[config.mk]
export PLATFORM = sky130hd
export DESIGN_NAME = coin_encoder
export DESIGN_NICKNAME = d
export VERILOG_FILES = /design/src/rtl/coin_encoder.sv
export SDC_FILE = /design/constraint.sdc
export NUM_CORES = 1
export LEC_CHECK = 0
export CAP_MARGIN = 20
export CORE_MARGIN = 3
export CORE_UTILIZATION = 50
export DETAILED_ROUTE_END_ITERATION = 8
export GPL_TIMING_DRIVEN = 0
export PLACE_DENSITY = 0.78
export REMOVE_ABC_BUFFERS = 1
export SYNTH_ARGS = -nofsm -noshare
export SYNTH_HDL_FRONTEND = slang
export SYNTH_SLANG_ARGS = --single-unit
[constraint.sdc]
create_clock -name clk -period 2.35 [get_ports clk]
set_clock_uncertainty 0.15 [all_clocks]
set_input_delay 0.5875 -clock clk [delete_from_list [all_inputs] [get_ports clk]]
set_output_delay 0.5875 -clock clk [all_outputs]
set_load 0.03 [all_outputs]
[src/rtl/coin_encoder.sv]
// Coin-slot front end: synchronizes and debounces three raw sensor lines and
// drains captured coin rises as single-cycle codes on y, quarter first.
module coin_encoder #(
  parameter int DEBOUNCE_CYCLES = 50000
) (
  input  logic       clk,
  input  logic       reset,
  input  logic       nickel_in,
  input  logic       dime_in,
  input  logic       quarter_in,
  input  logic       coin_en,
  output logic [1:0] y,
  output logic       coin_valid,
  output logic [2:0] coin_led
);

  localparam int CW = $clog2(DEBOUNCE_CYCLES);
  localparam logic [CW-1:0] CNT_LAST = CW'(DEBOUNCE_CYCLES - 1);

  logic [2:0]    raw;
  logic [2:0]    s1;
  logic [2:0]    s2;
  logic [2:0]    stable;
  logic [CW-1:0] cnt [3];
  logic [2:0]    commit;
  logic [2:0]    rise;
  logic [2:0]    pend;
  logic [2:0]    pend_next;
  logic [2:0]    drain;
  logic [1:0]    y_next;

  // bit order {quarter, dime, nickel} throughout
  assign raw = {quarter_in, dime_in, nickel_in};

  always_ff @(posedge clk or posedge reset) begin
    if (reset) begin
      s1 <= '0;
      s2 <= '0;
    end else begin
      s1 <= raw;
      s2 <= s1;
    end
  end

  always_comb begin
    commit = '0;
    for (int ch = 0; ch < 3; ch++) begin
      commit[ch] = (s2[ch] != stable[ch]) && (cnt[ch] == CNT_LAST);
    end
  end

  // any return to the debounced level restarts the count
  always_ff @(posedge clk or posedge reset) begin
    if (reset) begin
      stable <= '0;
      for (int ch = 0; ch < 3; ch++) begin
        cnt[ch] <= '0;
      end
    end else begin
      for (int ch = 0; ch < 3; ch++) begin
        if (s2[ch] == stable[ch]) begin
          cnt[ch] <= '0;
        end else if (commit[ch]) begin
          stable[ch] <= s2[ch];
          cnt[ch]    <= '0;
        end else begin
          cnt[ch] <= cnt[ch] + 1'b1;
        end
      end
    end
  end

  assign rise = commit & s2;

  always_comb begin
    drain  = 3'b000;
    y_next = 2'b00;
    if (pend[2]) begin
      drain  = 3'b100;
      y_next = 2'b11;
    end else if (pend[1]) begin
      drain  = 3'b010;
      y_next = 2'b10;
    end else if (pend[0]) begin
      drain  = 3'b001;
      y_next = 2'b01;
    end
    pend_next = (pend & ~drain) | rise;
    // disabled acceptance flushes anything still queued
    if (!coin_en) begin
      pend_next = 3'b000;
      y_next    = 2'b00;
    end
  end

  always_ff @(posedge clk or posedge reset) begin
    if (reset) begin
      pend       <= '0;
      y          <= 2'b00;
      coin_valid <= 1'b0;
    end else begin
      pend       <= pend_next;
      y          <= y_next;
      coin_valid <= |y_next;
    end
  end

  assign coin_led = stable;

endmodule

==> results.toml <==
[run_status]
outcome = "finished, final reports clean"

[synth]
postSynthCellCount = 276
ys_ff_latch = 63
synth_cell_type_count = 34
synth-seq-area-share_pct = 54.9
ys.flop_type = "dfrtp_1"
syn_avg_cell_area_um2 = 10.4
synthesis.area_mm2 = 0.00287
synth_edf_count = 0
yosysWarnings = 0
async_reset_ff_share_pct = 100

[clocking]
cts_buffers = 9
clock_sinks = 63
cts_max_level = 3
cts_buffer_depth = 2
cts_root_buf = "clkbuf_8"
worstSkewPairLatency_ns = 0.34
ctsResizeCount = 0
clk_pin_slew_ns = 0.07
tritoncts = "built"
postCtsHoldBufs = 0
cts_setup_buffers = 0

[power]
vdd.ir_drop.worst_mv = 0.425
p_per_area_mw_per_mm2 = 686
p_leak_nw = 1.35

[floorplan]
fp.dieArea_mm2 = 0.00669
rows = 26
pin_count = 12
chipWidth_um = 81.8
start_util_pct = 53.8
core_area_mm2 = 0.00534
die_y_um = 81.8

[route]
drc = 0
wirelength_mm = 5.27
firstDrtPassIters = 5
vias = 2031
drt_iter0_drc = 86
ant_nets = 0
post_drt_wl_per_cell_um = 14.3
viasPerCell = 5.50

[cells_and_area]
ff_latch_area_mm2 = 0.00158
multi_input_comb_area_mm2 = 0.00123
areaGrowthSynthToFinish_pct = 14.6
drive_above_1_share_pct = 8.03
final_common_cell = "dfrtp_1"
final_area_mm2 = 0.00329
most-common-layout-cells = "dfrtp_1, nor2_1, xnor2_1"
utilization_pct = 61.7
n_antenna_cell = 0
fin_nets = 303
n_fill_cell = 440

[timing]
hold_viol = 0
slew_violations = 0
finalSetupTns_ns = 0
setup_violations = 0
whs_ns = 0.203
max_freq_mhz = 462
max-slew-margin-rel_pct = 66.1
fin_crit_ns = 2.17
tightest_slew_ns = 0.507
fin_crit_sh_pct = 92.2
grt_setup_unrepaired = "false"

[global_routing]
antenna_found_initial = 0
grt.total_usage_pct = 18.5
grt_pass1_vias = 2149
grt_max_degree = 41
met3_usage_pct = 4.28
grt_pass1_wl_mm = 9.32
grt_use_met1_pct = 22.2
grt.overflow.total = 0
grt-busiest-layer = "met2"
use_met2_pct = 30.5

[critical_path]
crit_chain = "clkdlybuf4s50_1"
cp-start-kind = "register"
crit_required_ns = 1.61
cp.arrival_ns = 1.43
critPathBufInv = 1
rr_startpoint = "cnt[16]"
crit_path_end_kind = "output pin"
critical_path_class = "reg2out"
r2r_slack_ns = 0.33
cpMaxStageDelayCell = "clkdlybuf4s50_1"
critPathMaxStageDelay_ns = 0.70
critPathTopFamily = "buffers and inverters"
startpoint = "coin_led[1]"
r2r_cells = 5
timing.rr.end = "cnt[23]"
path_max_fanout = 4

[placed_design]
place_hpwl_mm = 3.50
io_buffers = 11
placed_area_mm2 = 0.00306
gp_congestion = 0.836

[worst_hold_path]
hp-start = "s1[0]"
min_path_cells = 0
hold_path_end = "s2[0]"
hold_class = "reg2reg"

[job]
drv_cap = 0
## kinds of logic after synthesis
group / share of synthesized area (%)
AOI/OAI and AO/OA: 2.31
xor gates and xnor gates: 12.8
DFF: 54.9
adders and majority gates: 1.31
muxes: 1.18
and+or+nand+nor: 25.4
buffers and inverters: 2.05
## power breakdown
group          switching [W]  internal (W)
clock network       0.000433      0.000631
logic              0.0000466     0.0000252
registers          0.0000184       0.00110
## how the worst max path moves through the flow
stage | to | slack [ns] | depth (start not counted)
finish | coin_led[1] | 0.18 | 1
global route | cnt[38] | 0.12 | 5
CTS | coin_led[1] | 0.16 | 1
detailed placement | cnt[44] | 0.33 | 5
global placement | pend[0] | -0.99 | 2
floorplan | cnt[0] | 0.04 | 1
## through the flow
stage | total power [W] | worst slack, ns | cells
after CTS | 0.00228 | 0.157 | 369
final | 0.00226 | 0.184 | 369
after detailed placement | 0.00121 | 0.330 | 353
after global routing | 0.00234 | 0.119 | 369
after global placement | 0.00121 | -0.990 | 352
after floorplan | 0.00118 | 0.0428 | 271
## layer usage
layer	vias to the layer above	wire (um)
li1	992	-
met1	980	2380
met2	43	2580
met3	16	177
met4	0	136
met5	-	0
## cells in the mapped netlist, types with 3 or more instances
master / number / share of area [%]
a21oi_1: 3 / 0.52
and2_1: 3 / 0.65
and3_1: 5 / 1.1
dfrtp_1: 63 / 55
ha_1: 3 / 1.3
inv_1: 8 / 1.0
nand2_1: 17 / 2.2
nand3_1: 18 / 3.1
nand4_1: 15 / 3.3
nor2_1: 48 / 6.3
nor3_1: 10 / 1.7
nor4_1: 11 / 2.4
nor4bb_1: 4 / 1.4
xnor2_1: 30 / 9.2
xor2_1: 12 / 3.7
## sequential cells by signal, indices dropped and copies added, names as in the netlist
| signal | flops |
|---|---|
| pend | 3 |
| cnt | 48 |
| s1 | 3 |
| coin_valid | 1 |
| y | 2 |
| coin_led | 3 |
| s2 | 3 |
## final cells by class
| type | count | share of cell area, % |
|---|---|---|
| clock inverter | 6 | 2.81 |
| inverter | 8 | 0.913 |
| sequential | 63 | 47.9 |
| clock buffer | 10 | 4.18 |
| timing repair buffer | 12 | 3.96 |
| multi-input combinational | 200 | 37.5 |
| tap | 70 | 2.66 |
No activity file was read; power rests on OpenSTA's default activity.
